File: src/rtl/vram_write_scheduler.sv
// Arbitrates the single VRAM write path between two round-robin pixel writers
// and a full-screen clear sweep; every issue is gated by vram_available.
module vram_write_scheduler #(
  parameter int ROW_W = 6,
  parameter int COL_W = 6,
  parameter int DATA_W = 8,
  parameter logic [DATA_W-1:0] CLEAR_VALUE = 8'h00
) (
  input  logic              clk,
  input  logic              rst,
  input  logic              a_req,
  input  logic [ROW_W-1:0]  a_row,
  input  logic [COL_W-1:0]  a_col,
  input  logic [DATA_W-1:0] a_px_data,
  input  logic              a_overlay,
  output logic              a_grant,
  input  logic              b_req,
  input  logic [ROW_W-1:0]  b_row,
  input  logic [COL_W-1:0]  b_col,
  input  logic [DATA_W-1:0] b_px_data,
  input  logic              b_overlay,
  output logic              b_grant,
  input  logic              clear_req,
  input  logic              clear_overlay,
  output logic              clear_busy,
  output logic              clear_done,
  input  logic              vram_available,
  output logic              out_write,
  output logic [ROW_W-1:0]  out_row,
  output logic [COL_W-1:0]  out_col,
  output logic [DATA_W-1:0] out_px_data,
  output logic              out_image_overlay
);

  typedef enum logic [1:0] {IDLE, ISSUE, CLEAR} state_t;

  state_t                  state_q, state_d;
  logic                    last_b_q, last_b_d;
  logic [ROW_W+COL_W-1:0]  cnt_q, cnt_d;
  logic                    clear_busy_q, clear_busy_d;
  logic                    clear_ovl_q, clear_ovl_d;
  logic                    clear_done_q, clear_done_d;
  logic                    out_write_q, out_write_d;
  logic                    a_grant_q, a_grant_d;
  logic                    b_grant_q, b_grant_d;
  logic [ROW_W-1:0]        out_row_q, out_row_d;
  logic [COL_W-1:0]        out_col_q, out_col_d;
  logic [DATA_W-1:0]       out_px_q, out_px_d;
  logic                    out_ovl_q, out_ovl_d;
  logic                    pick_a;

  always_comb begin
    state_d      = state_q;
    last_b_d     = last_b_q;
    cnt_d        = cnt_q;
    clear_busy_d = clear_busy_q;
    clear_ovl_d  = clear_ovl_q;
    clear_done_d = 1'b0;
    out_write_d  = 1'b0;
    a_grant_d    = 1'b0;
    b_grant_d    = 1'b0;
    out_row_d    = out_row_q;
    out_col_d    = out_col_q;
    out_px_d     = out_px_q;
    out_ovl_d    = out_ovl_q;
    // A wins a tie only when B was served last
    pick_a       = a_req && (!b_req || last_b_q);

    if (clear_req && !clear_busy_q) begin
      clear_busy_d = 1'b1;
      clear_ovl_d  = clear_overlay;
    end

    case (state_q)
      IDLE: begin
        if (clear_busy_q) begin
          state_d = CLEAR;
        end else if (vram_available && (a_req || b_req)) begin
          out_write_d = 1'b1;
          a_grant_d   = pick_a;
          b_grant_d   = !pick_a;
          out_row_d   = pick_a ? a_row : b_row;
          out_col_d   = pick_a ? a_col : b_col;
          out_px_d    = pick_a ? a_px_data : b_px_data;
          out_ovl_d   = pick_a ? a_overlay : b_overlay;
          last_b_d    = !pick_a;
          state_d     = ISSUE;
        end
      end
      ISSUE: state_d = IDLE;
      CLEAR: begin
        if (vram_available) begin
          out_write_d = 1'b1;
          out_row_d   = cnt_q[ROW_W+COL_W-1:COL_W];
          out_col_d   = cnt_q[COL_W-1:0];
          out_px_d    = CLEAR_VALUE;
          out_ovl_d   = clear_ovl_q;
          cnt_d       = cnt_q + 1'b1;
          if (cnt_q == '1) begin
            clear_done_d = 1'b1;
            clear_busy_d = 1'b0;
            state_d      = IDLE;
          end
        end
      end
      default: state_d = IDLE;
    endcase
  end

  always_ff @(posedge clk or negedge rst) begin
    if (!rst) begin
      state_q      <= IDLE;
      last_b_q     <= 1'b1;
      cnt_q        <= '0;
      clear_busy_q <= 1'b0;
      clear_ovl_q  <= 1'b0;
      clear_done_q <= 1'b0;
      out_write_q  <= 1'b0;
      a_grant_q    <= 1'b0;
      b_grant_q    <= 1'b0;
      out_row_q    <= '0;
      out_col_q    <= '0;
      out_px_q     <= '0;
      out_ovl_q    <= 1'b0;
    end else begin
      state_q      <= state_d;
      last_b_q     <= last_b_d;
      cnt_q        <= cnt_d;
      clear_busy_q <= clear_busy_d;
      clear_ovl_q  <= clear_ovl_d;
      clear_done_q <= clear_done_d;
      out_write_q  <= out_write_d;
      a_grant_q    <= a_grant_d;
      b_grant_q    <= b_grant_d;
      out_row_q    <= out_row_d;
      out_col_q    <= out_col_d;
      out_px_q     <= out_px_d;
      out_ovl_q    <= out_ovl_d;
    end
  end

  assign a_grant           = a_grant_q;
  assign b_grant           = b_grant_q;
  assign clear_busy        = clear_busy_q;
  assign clear_done        = clear_done_q;
  assign out_write         = out_write_q;
  assign out_row           = out_row_q;
  assign out_col           = out_col_q;
  assign out_px_data       = out_px_q;
  assign out_image_overlay = out_ovl_q;

endmodule
File: config.mk
export PLATFORM = sky130hd
export DESIGN_NAME = vram_write_scheduler
export DESIGN_NICKNAME = d
export VERILOG_FILES = /design/src/rtl/vram_write_scheduler.sv
export SDC_FILE = /design/constraint.sdc
export NUM_CORES = 1
export LEC_CHECK = 0
export BUFFER_PORTS_ARGS = -buffer_cell sky130_fd_sc_hd__buf_2
export CAP_MARGIN = 0
export CORE_ASPECT_RATIO = 0.5
export CORE_MARGIN = 2
export CORE_UTILIZATION = 25
export CTS_CLUSTER_DIAMETER = 60
export CTS_CLUSTER_SIZE = 8
export DETAILED_ROUTE_END_ITERATION = 6
export PLACE_DENSITY = 0.5
export SETUP_SLACK_MARGIN = 0.3
export SLEW_MARGIN = 20
export SYNTH_ARGS = -nofsm -noshare
export SYNTH_HDL_FRONTEND = slang
export SYNTH_SLANG_ARGS = --single-unit
File: constraint.sdc
create_clock -name clk -period 1.9 [get_ports clk]
set_clock_uncertainty 0.1 [all_clocks]
set_input_delay 0.19 -clock clk [delete_from_list [all_inputs] [get_ports clk]]
set_output_delay 0.19 -clock clk [all_outputs]
set_load 0.02 [all_outputs]
# After elaboration in Yosys (flattened, before gate mapping)

Cells that the tools add are included.

Add/sub/neg operators: 1
Equal/unequal tests: 7
Multiplexer cells: 42
Bitwise gates (word level): 1
Reduce and logical (&&, ||, !) cells: 14

Operators with widths:

| cell                                           | number |
|---|---|
| two-way mux 6 bit                              | 8 |
| two-way mux 8 bit                              | 4 |
| case mux 6 bit (2 select lines)                | 2 |
| two-way mux 1 bit                              | 20 |
| case mux 8 bit (2 select lines)                | 1 |
| adder 12 x 1 -> 12 bit (second input constant) | 1 |
| equality test 12 bit (second input constant)   | 1 |
| two-way mux 2 bit                              | 4 |
| inequality test 2 bit (second input constant)  | 4 |
| AND reduction 3 bit                            | 2 |
| case mux 1 bit (2 select lines)                | 2 |
| case mux 2 bit (2 select lines)                | 1 |
| AND reduction 4 bit                            | 1 |
| logical AND 1 bit                              | 3 |
| logical NOT 1 bit                              | 3 |
| inequality test 3 bit (second input constant)  | 1 |
| equality test 2 bit (second input constant)    | 1 |
| logical NOT 2 bit                              | 1 |
| logical OR 1 bit                               | 2 |
| AND reduction 2 bit                            | 1 |
| nonzero test 2 bit                             | 1 |
| inverter 1 bit                                 | 1 |

Flip-flop bits (word level): 42
Bits of input ports: 49
Output and inout bits: 26
Word-level logic and storage cells: 78

# Longest topological paths before layout

Gate-level depths: netlist of the first run.

Depth after elaboration: 7
Gate-level depth with buffers: 6
Gate-level depth less buffers: 5

# Worst setup path after synthesis of the first run

Ideal clock, no wire load.

Kind: register to register
From: register clear_busy_q, in the netlist clear_busy
To: register out_row_q[0], in the netlist out_row[0]
Setup time: 0.104 ns
Data arrival time: 1.364 ns
Slack: 0.333 ns
Stages on the path, launching flop included: 5
Path buffers: 2
Period minus slack after synthesis: 1.567 ns
Path through: dfrtp_1 a211o_1 buf_6 buf_6 o41ai_2

Word-level cells in the longest chain between the ends: 2

Ends and longest elaborated chain:

| item                                   | line | text |
|---|---|---|
| start, declared                        | 40   | `logic clear_busy_q, clear_busy_d;` |
| start signal, assigned                 | 129  | `clear_busy_q <= clear_busy_d;` |
| inequality test 2 bit (no source line) | -    |  |
| AND reduction 4 bit (no source line)   | -    |  |
| end signal, assigned                   | 135  | `out_row_q <= out_row_d;` |
| end, declared                          | 46   | `logic [ROW_W-1:0] out_row_q, out_row_d;` |

No other way between the ends.
A chain may end at the register's enable or synchronous reset.

# Worst setup path in the final report of the first run

From: register state_q[0]
To: register out_row_q[4], in the netlist out_row[4]

Word-level cells in the longest chain between the ends: 3
Elaborated cells between the ends (all ways): 8
Those cells by class: eq/ne (4); mux (1); reduce/logical (3)

Ends and longest elaborated chain:

| item                                                                                | line | text |
|---|---|---|
| start, declared                                                                     | 37   | `state_t state_q, state_d;` |
| start signal, assigned                                                              | 126  | `state_q <= state_d;` |
| equality test 2 bit / logical NOT 2 bit (equally long branches)                     | 74   | `case (state_q)` |
| inequality test 2 bit (no source line) / nonzero test 2 bit (equally long branches) | -    |  |
| AND reduction 4 bit (no source line)                                                | -    |  |

Parallel ways exist; a longest one is shown, timed or not.

==> flow_summary_export.csv, run 1 <==
group,metric,value,unit
setup_path,arrival,1.62,ns
floorplanning,ios,75,
clock_network,cts_tree,"yes",
power,ir_drop,0.377,mV
floorplanning,die_h,68.7,microns
floorplanning,fp.dieArea,0.00916,sq mm
yosys,syn-cell-area,0.00209,sq mm
global_route,grt_start_max_net_pins,31,
detailed_routing,final_antenna_net_count,0,
power,switching_power,796,uW
sta,max_freq,0.640,GHz
finish,seq_area,0.00105,sq mm
sta,setup_viol,0,
yosys,synth_nets,249,
yosys,ys_seq_area_frac,0.503,
setup_path,path_max_fanout,6,
yosys,synthArstFlopShare,1.00,
min_path,hold_depth,3,
min_path,min_path_type,"input pin to flip-flop",
floorplanning,start_util,0.259,
setup_path,path_class,"flip-flop to flip-flop",
floorplanning,rows,23,
detailed_routing,dr.first_iter.drc_count,59,
yosys,synth_seq_cells,42,
sta,finalSetupTns,0,ns
run,maxCapViolCount,0,
yosys,syn-mean-instance-area,10.5,sq um
yosys,synth_edf_count,0,
clock_network,clock-sinks,42,
yosys,yosysUniqueCellTypes,32,
finish,fin_nets,339,
sta,hold_viol,0,
global_route,track_usage,0.120,
power,clkPwrFrac,0.341,
global_route,antenna_found_initial,0,
sta,worst_pin_slew,0.695,ns
power,seq_power_share,0.432,
finish,layout_commonest_cell,"buf_2",
finish,drive_above_1_share,0.472,
setup_path,rr_endpoint,"out_row[4]",
yosys,synth_flop_cell,"dfrtp_1",
detailed_routing,routed_via_density,4.53,
detailed_routing,via_count,1822,
setup_path,reg2reg_depth,5,
detailed_routing,drc,0,
detailed_routing,first_pass_iters,4,
placed_design,dpl.hpwl,4.07,mm
detailed_routing,wl,5.85,mm
global_route,overflow,0,
placed_design,port_buffers,74,
clock_network,htreeDepth,2,
power,power.share.switching,0.292,
setup_path,crit_path_end_kind,"flip-flop",
floorplanning,die_w,133,microns
finish,final_cell_mix,"74 x buf_2, 39 x dfrtp_1, 19 x nor2_1, 18 x nand2_1, 15 x nor3_1",
clock_network,cts_inserted_buffers,5,
detailed_routing,wl_per_cell,14.5,microns
power,p_leak,0.00157,uW
power,p_int,1930,uW
yosys,netlist_instances,199,
finish,diodes,0,
sta,hold_ws,0.0401,ns
clock_network,clock-root-buffer,"clkbuf_16",
clock_network,insertion_delay,0.28,ns
sta,rsz0062_at_grt,"yes",
finish,fill_cells,797,
setup_path,cp-start-kind,"flip-flop",
setup_path,rrSetupSlack,0.34,ns
yosys,synth-warning-count,0,
clock_network,clock_path_buffers,2,
setup_path,timing.rr.start,"state_q[0]",
sta,layout_min_cycle_time,1.56,ns
sta,slew_violations,0,
sta,min_period_over_period,0.823,
global_route,grt_pass1_vias,1763,
power,power_density,868,mW/mm^2
global_route,grt_first_pass_wirelength,8.53,mm
floorplanning,core,0.00806,sq mm
power,combPwrFrac,0.227,
status,status,"completed",
finish,multiInputGateArea,0.00114,sq mm
setup_path,crit_start,"state_q[0]",
finish,area_growth,50.0,%
sta,max-slew-margin-rel,0.537,
setup_path,required,1.96,ns
setup_path,endpoint,"out_row[4]",
placed_design,gp_congestion,0.794,
clock_network,cts.clk_slew.worst_paths,0.06,ns
==> repair_timing <==
action	4_1_cts	5_1_grt
buffers inserted	1	5
endpoints found under the hold margin	27	0
cloned	0	2
gates resized for setup	11	28
setup endpoints to repair	22	26
pin swaps	2	16
hold buffers	1	0
==> critical path, cell delays in order (launching register included) <==
cell	delay, ns
dfrtp_1	0.42
nand2b_4	0.16
a211o_4	0.37
clkbuf_16	0.19
nand2_1	0.12
o41ai_4	0.09
==> kinds of logic (layout without fill, tap and decap cells) <==
family,Yosys count,count (layout),synth area share
buf+inv,17,108,0.0449
flops,42,42,0.503
simple gates,94,94,0.234
mux,10,10,0.0491
fa+ha+maj,1,1,0.00598
xor+xnor,11,11,0.0461
compound gates,24,24,0.117
==> routing by layer <==
layer  part of all wire  vias up  wire (microns)  track usage
li1                   -      884               -            -
met1               0.44      890            2590        0.144
met2               0.51       44            2980        0.219
met3              0.038        4             223       0.0307
met4             0.0089        0              52       0.0359
met5                  0        -               0            0
==> power by group through the flow <==
| stage | registers [uW] | logic (uW) | clock network, uW |
|---|---|---|---|
| global placement | 1180 | 486 | 0 |
| floorplan | 1220 | 241 | 0 |
| global route | 1200 | 673 | 995 |
| detailed placement | 1180 | 498 | 0 |
| finish | 1180 | 617 | 929 |
| CTS | 1170 | 526 | 953 |
==> sequential cells by signal, summed over array words and instances (netlist names) <==
register and count:
clear_busy 1, out_row 6, a_grant 1, clear_ovl_q 1, last_b_q 1, out_write 1, cnt_q 12, out_image_overlay 1
out_px_data 8, b_grant 1, clear_done 1, state_q 2, out_col 6
==> layout make-up <==
cell class | instances | area share
clock buffer | 8 | 0.0531
sequential | 42 | 0.336
timing repair buffer | 95 | 0.195
tap | 112 | 0.0447
multi-input combinational | 140 | 0.365
inverter | 5 | 0.00598
==> per-stage QoR <==
stage / std cells / instance area [sq um] / total power (uW) / util / worst slack [ns]
finish: 402 / 3140 / 2720 / 0.389 / 0.337
global route: 402 / 3140 / 2870 / 0.389 / 0.283
CTS: 395 / 2870 / 2650 / 0.357 / 0.285
detailed placement: 385 / 2630 / 1680 / 0.326 / 0.169
global placement: 385 / 2630 / 1660 / 0.326 / 0.250
floorplan: 199 / 2090 / 1460 / - / 0.333
==> cells in the mapped netlist (all sizes together), types with 2 or more instances <==
library cell  count  area share
o41ai            13       0.087
nand3             4      0.0096
nand2            24       0.043
clkbuf            2      0.0036
and3b            13       0.054
nor3             15       0.036
and3              2      0.0060
and4              2      0.0084
xnor2             7       0.029
inv               5      0.0090
mux2              2       0.011
nor2             22       0.039
buf              10       0.032
nand2b            2      0.0060
xor2              4       0.017
nor2b             2      0.0060
dfrtp            41        0.49
nand4             4       0.012
o21ai             9       0.023
nor4              2      0.0060
mux2i             8       0.038
==> how the worst min path moves through the flow <==
stage | startpoint | endpoint | slack [ns]
finish | clear_req | clear_busy | 0.04
global route | clear_overlay | clear_ovl_q | 0.05
CTS | clear_req | clear_busy | 0.04
detailed placement | rst | cnt_q[10] | 0.19
global placement | rst | cnt_q[9] | 0.18
floorplan | rst | a_grant | -0.21
(Power assumes the default switching activity.)
==> run 2: changes to the inputs <==
ABC_AREA = 1   (was unset)
PLACE_DENSITY = 0.51   (was 0.5)
clock period = 1.4 ns   (was 1.9 ns; I/O delays follow)
==> run 2 against run 1 <==
- combinational power increased to 3.0 times the previous value
- critical endpoint is now out_row[1]
- sequential power increased by 48%
- maximum frequency increased by 13%
- first-iteration DRC count increased by 49%
- non-clock buffer count increased by 13
- routed wire length increased by 17%
- total power increased by 75%
- die area increased by 13%
- worst setup slack got worse by 0.32 ns
==> flow_summary_export.csv, run 2 <==
group,metric,value,unit
status,status,"completed",
run,maxCapViolCount,0,
finish,multiInputGateArea,0.00134,sq mm
floorplanning,start_util,0.254,
yosys,synthMuxAreaShare,0,
placed_design,dpl.hpwl,4.75,mm
sta,hold_viol,0,
sta,setup_viol,0,
yosys,synth_area_leaders,"dfrtp_1 43%, nand3_1 12%, nand2_1 11%",
yosys,synth_nets,342,
yosys,syn-mean-instance-area,8.10,sq um
finish,top_register,"cnt_q",
yosys,synth_flop_cell,"dfrtp_1",
setup_path,required,1.52,ns
yosys,synth-warning-count,0,
yosys,synth_top_family_by_area,"simple AND/OR/NAND/NOR gates",
clock_network,htreeDepth,2,
yosys,synthArstFlopShare,1.00,
detailed_routing,wl,6.85,mm
min_path,min_path_type,"input pin to flip-flop",
yosys,synth_fa_ha_area_frac,0.00529,
floorplanning,die_w,142,microns
detailed_routing,via_count,2302,
yosys,syn-cell-area,0.00237,sq mm
yosys,ys_seq_area_frac,0.445,
clock_network,cts.clk_slew.worst_paths,0.06,ns
setup_path,cp-start-kind,"flip-flop",
detailed_routing,first_pass_iters,4,
floorplanning,ios,75,
global_route,grt_first_pass_wirelength,10.5,mm
clock_network,clock-sinks,42,
setup_path,arrival,1.50,ns
yosys,synth.most_common_cell,"nand2_1",
floorplanning,rows,25,
yosys,synthXorXnorAreaFrac,0.0222,
sta,rsz0062_at_grt,"yes",
floorplanning,core,0.00932,sq mm
global_route,grt_pass1_vias,2146,
finish,area_growth,51.0,%
detailed_routing,wl_per_cell,13.2,microns
placed_design,port_buffers,74,
sta,min_period_over_period,0.987,
sta,worst_pin_slew,0.351,ns
global_route,track_usage,0.129,
yosys,netlist_instances,292,
detailed_routing,drc,0,
sta,layout_min_cycle_time,1.38,ns
clock_network,insertion_delay,0.28,ns
floorplanning,die_h,72.8,microns
placed_design,place_area,0.00294,sq mm
power,p_leak,0.00182,uW
yosys,yosysUniqueCellTypes,28,
placed_design,dp.cells,487,
power,power_density,1330,mW/mm^2
detailed_routing,routed_via_density,4.44,
sta,max-slew-margin-rel,0.766,
yosys,synth_top_area_share,0.434,
finish,diodes,0,
setup_path,path_class,"flip-flop to flip-flop",
finish,final_area,0.00357,sq mm
power,ir_drop,0.486,mV
yosys,synth_edf_count,0,
clock_network,cts_tree,"yes",
detailed_routing,dr.first_iter.drc_count,88,
setup_path,path_max_fanout,14,
sta,slew_violations,0,
finish,final_cell_mix,"69 x buf_2, 59 x nand2_1, 38 x dfrtp_1, 33 x nand2_2, 33 x nand3_1",
clock_network,cts_inserted_buffers,5,
setup_path,crit_path_end_kind,"flip-flop",
yosys,synthSimpleGateAreaFrac,0.389,
finish,drive_above_1_share,0.506,
finish,largest_register_ffs,12,
clock_network,clock_path_buffers,2,
finish,final_cells,518,
global_route,antenna_found_initial,0,
global_route,grt_start_max_net_pins,31,
yosys,ys_top_cells_by_count,"72 x nand2_1, 55 x nand3_1, 41 x dfrtp_1",
yosys,synth_area_leader_cell,"dfrtp_1",
sta,max_freq,0.724,GHz
clock_network,clock-root-buffer,"clkbuf_16",
finish,fill_cells,965,
global_route,overflow,0,
finish,seq_area,0.00106,sq mm
finish,fin_nets,446,
finish,layout_commonest_cell,"buf_2",
detailed_routing,final_antenna_net_count,0,
placed_design,gp_congestion,0.821,
yosys,synth-compound-area-share,0.0328,
floorplanning,fp.dieArea,0.0103,sq mm
yosys,synth_seq_cells,42,
-- run 2: cell count changes after synthesis, moves of 7 or more --
cell	delta
nor3_1	-13
o21ai_1	-7
mux2i_1	-8
and3b_1	-13
nor2_1	-16
xnor2_1	-7
o41ai_2	-9
nand2_1	+48
inv_1	+25
or2_1	+10
a21oi_1	+10
nand2_2	+22
nand3_1	+51
-- run 2: cell type report --
type                    instances  area share
repair buffers                108       0.207
clock buffers                   7      0.0399
well taps                     121      0.0424
multi-input cells             205       0.374
clock inverters                 1     0.00140
inverters                      34      0.0406
flip-flops and latches         42       0.296
-- run 2: power breakdown --
part	internal (uW)	total, uW	switching [uW]	leakage [uW]
Clock	708	1170	465	0.0000739
Sequential	1500	1750	251	0.000508
Combinational	794	1840	1040	0.00124
-- run 2: worst paths after layout --
check	start	to	slack [ns]	cells past startpoint
setup reg to reg	last_b_q	out_row[1]	0.02	7
hold reg to reg	out_px_data[6]	out_px_data[6]	0.38	2
setup / recovery	last_b_q	out_row[1]	0.02	7
hold / removal	clear_overlay	clear_ovl_q	0.006	3
max in group asynchronous	rst	last_b_q	0.65	3
min in group asynchronous	rst	state_q[0]	0.28	3
-- run 2: worst max-delay path, cell delays in order (launching register included) --
cell and delay (ns):
dfstp_2 0.54, inv_4 0.05, nand2_8 0.11, buf_8 0.17, nand3_1 0.08, nand3_1 0.13, nand3_4 0.08, nand2_2 0.06
-- run 2: routing by layer --
metal,part of all wire,vias to the layer above,track usage,wire length [microns]
met2,0.47,32,0.219,3200
met4,0.0070,0,0.0333,48
met3,0.039,5,0.0302,269
met5,0,-,0,0
met1,0.49,1129,0.168,3340
li1,-,1136,-,-
-- run 2: repair_timing --
action	4_1_cts	5_1_grt
cloned	0	2
pin swaps	21	31
buffers inserted	9	10
hold buffers	2	0
endpoints found under the setup margin	42	48
resized for setup	27	45
hold endpoints to repair	42	0
-- run 2: kinds of logic after synthesis --
kind of cell,Yosys count
XOR/XNOR,6
adder cells (fa/ha/maj),1
AO/OA/AOI/OAI,15
flip-flops,42
buffers and inverters,47
AND/OR/NAND/NOR,181
-- run 2: through the flow --
stage          power (uW)  setup slack [ns]  hold WS, ns  utilization  TNS (ns)
3_3_place_gp         3110           0.00843       0.0499        0.316         0
4_1_cts              4550            0.0216       0.0123        0.353         0
5_1_grt              5070           -0.0511      0.00979        0.383    -0.732
3_5_place_dp         3120           -0.0336       0.0532        0.316    -0.139
6_report             4760            0.0187      0.00578        0.383         0
2_1_floorplan        2650            0.0714       -0.256            -         0
==> run 3: changes to the inputs <==
CORE_UTILIZATION = 46   (was 25)
PLACE_DENSITY = unset   (was 0.51)
PLACE_DENSITY_LB_ADDON = 0.05   (was unset)
==> run 3 against run 2 <==
- the flow now finishes with violations (setup timing)
- non-clock buffer count grew 16
- total power up 0.50%
- register-to-register slack worse by 0.08 ns
- largest cell class unchanged
- sequential power is essentially flat
==> flow_summary_export.csv, run 3 (synthesized netlist as in run 2, its figures left out) <==
group,metric,value,unit
placed_design,dp_slack,-0.0540,ns
detailed_routing,via_count,2395,
sta,rsz0062_at_grt,"yes",
clock_network,insertion_delay,0.31,ns
floorplanning,fp.dieArea,0.00577,sq mm
floorplanning,die_h,54.7,microns
global_route,track_usage,0.230,
finish,largest_register_ffs,12,
setup_path,critical-path-max-stage-delay,0.55,ns
setup_path,rrSetupSlack,-0.06,ns
finish,top_register,"cnt_q",
status,status,"finished with violations",
detailed_routing,dr.first_iter.drc_count,158,
placed_design,gp_congestion,0.807,
setup_path,crit_chain,"inv_4, nand2_8, clkbuf_16, nand3_1, nand3_1, nand3_2, nand2_1",
floorplanning,ios,75,
setup_path,critPathMostFrequentCell,"nand3_1",
floorplanning,core,0.00493,sq mm
sta,hold_viol,0,
global_route,grt_pass1_vias,2038,
finish,final_cells,484,
floorplanning,start_util,0.480,
finish,fin_nets,463,
setup_path,timing.rr.start,"last_b_q",
detailed_routing,wl_per_cell,14.8,microns
detailed_routing,routed_via_density,4.95,
clock_network,cts_tree,"yes",
placed_design,port_buffers,74,
clock_network,cts_inserted_buffers,5,
clock_network,cts.clk_slew.worst_paths,0.09,ns
sta,hold_ws,0.0153,ns
finish,layout_commonest_cell,"nand2_1",
min_path,min_path_type,"input pin to flip-flop",
power,ir_drop,0.772,mV
power,p_leak,0.00194,uW
detailed_routing,drc,0,
min_path,hp-start,"clear_overlay",
status,failed_checks,"setup timing",
min_path,hold_depth,3,
placed_design,dpl.hpwl,4.27,mm
clock_network,clock-root-buffer,"clkbuf_8",
setup_path,path_class,"flip-flop to flip-flop",
global_route,grt_first_pass_wirelength,10.0,mm
sta,setup_viol,2,
power,power_density,1280,mW/mm^2
sta,finalWorstSetupSlack,-0.0568,ns
detailed_routing,wl,7.18,mm
run,maxCapViolCount,0,
detailed_routing,first_pass_iters,4,
finish,area_growth,58.1,%
setup_path,required,1.55,ns
floorplanning,die_w,105,microns
finish,diodes,0,
placed_design,dp.cells,433,
clock_network,clock_path_buffers,2,
floorplanning,rows,18,
clock_network,clock-sinks,42,
setup_path,path_max_fanout,7,
clock_network,htreeDepth,2,
setup_path,crit_path_end_kind,"flip-flop",
min_path,holdPathEnd,"clear_ovl_q",
setup_path,crit_slowest_cell,"dfstp_2",
sta,layout_min_cycle_time,1.46,ns
sta,slew_violations,0,
finish,final_cell_mix,"66 x nand2_1, 56 x buf_2, 38 x dfrtp_1, 35 x nand3_1, 33 x buf_4",
setup_path,arrival,1.61,ns
global_route,overflow,0,
sta,max-slew-margin-rel,0.694,
finish,drive_above_1_share,0.500,
sta,max_freq,0.686,GHz
detailed_routing,final_antenna_net_count,0,
setup_path,rr_endpoint,"out_col[1]",
finish,fin_util,0.758,
global_route,grt_start_max_net_pins,26,
sta,worst_pin_slew,0.459,ns
sta,min_period_over_period,1.04,
finish,fill_cells,350,
setup_path,cp-start-kind,"flip-flop",
global_route,antenna_found_initial,0,
setup_path,reg2reg_depth,7,
[run 3: cell count changes in the layout (fill, tap and decap cells not counted), moves of 3 or more]
cell       before  now
buf_2          69   56
buf_4          22   33
buf_6          10   25
clkbuf_16       5    2
clkbuf_8        1    5
inv_1          24   27
inv_2           7    3
nand2_1        59   66
nand2_2        33   26
[run 3: area by class of cell]
type / instances / area, sq um / share of cell area
Multi-Input combinational cell: 206 / 1330 / 0.356
Clock buffer: 7 / 76.3 / 0.0204
Clock inverter: 1 / 30.0 / 0.00803
Inverter: 34 / 151 / 0.0405
Timing Repair Buffer: 124 / 1010 / 0.270
Sequential cell: 42 / 1060 / 0.282
Tap cell: 70 / 87.6 / 0.0234
[run 3: power by group]
part,switching [uW],internal (uW),leakage (uW)
logic,1060,990,0.00138
clock network,431,534,0.0000524
registers,270,1490,0.000508
total,1770,3020,0.00194
[run 3: worst max-delay path, delay by kind of cell (launching register included)]
kind,cells,cell delay [ns]
buf+inv,2,0.23
flops,1,0.55
simple gates,5,0.52
[run 3: routing by layer]
layer,up-vias,track usage,part of all wire
li1,1165,-,-
met1,1121,0.297,0.42
met2,102,0.391,0.48
met3,7,0.0667,0.091
met4,0,0.0600,0.0096
met5,-,0,0
[run 3: per-stage QoR]
step | TNS [ns] | area [sq um] | power (uW)
finish | -0.0662 | 3740 | 4780
global route | -0.820 | 3740 | 5060
CTS | 0 | 3330 | 4410
detailed placement | -0.291 | 2840 | 3120
global placement | 0 | 2840 | 3070
floorplan | 0 | 2410 | 2650
[run 3: timing repair]
item,4_1_cts,5_1_grt
gates cloned,4,3
gates resized for setup,32,62
buffers inserted,19,15
endpoints found under the hold margin,17,0
pin swaps,12,14
endpoints found under the setup margin,54,62
hold buffers,2,0
[run 3: how the worst max path moves through the flow]
stage	start	end	depth (start not counted)
2_1_floorplan	last_b_q	out_px_data[0]	7
3_3_place_gp	last_b_q	out_px_data[5]	6
3_5_place_dp	last_b_q	out_px_data[5]	6
4_1_cts	state_q[0]	out_row[4]	7
5_1_grt	last_b_q	out_col[1]	7
6_report	last_b_q	out_col[1]	7
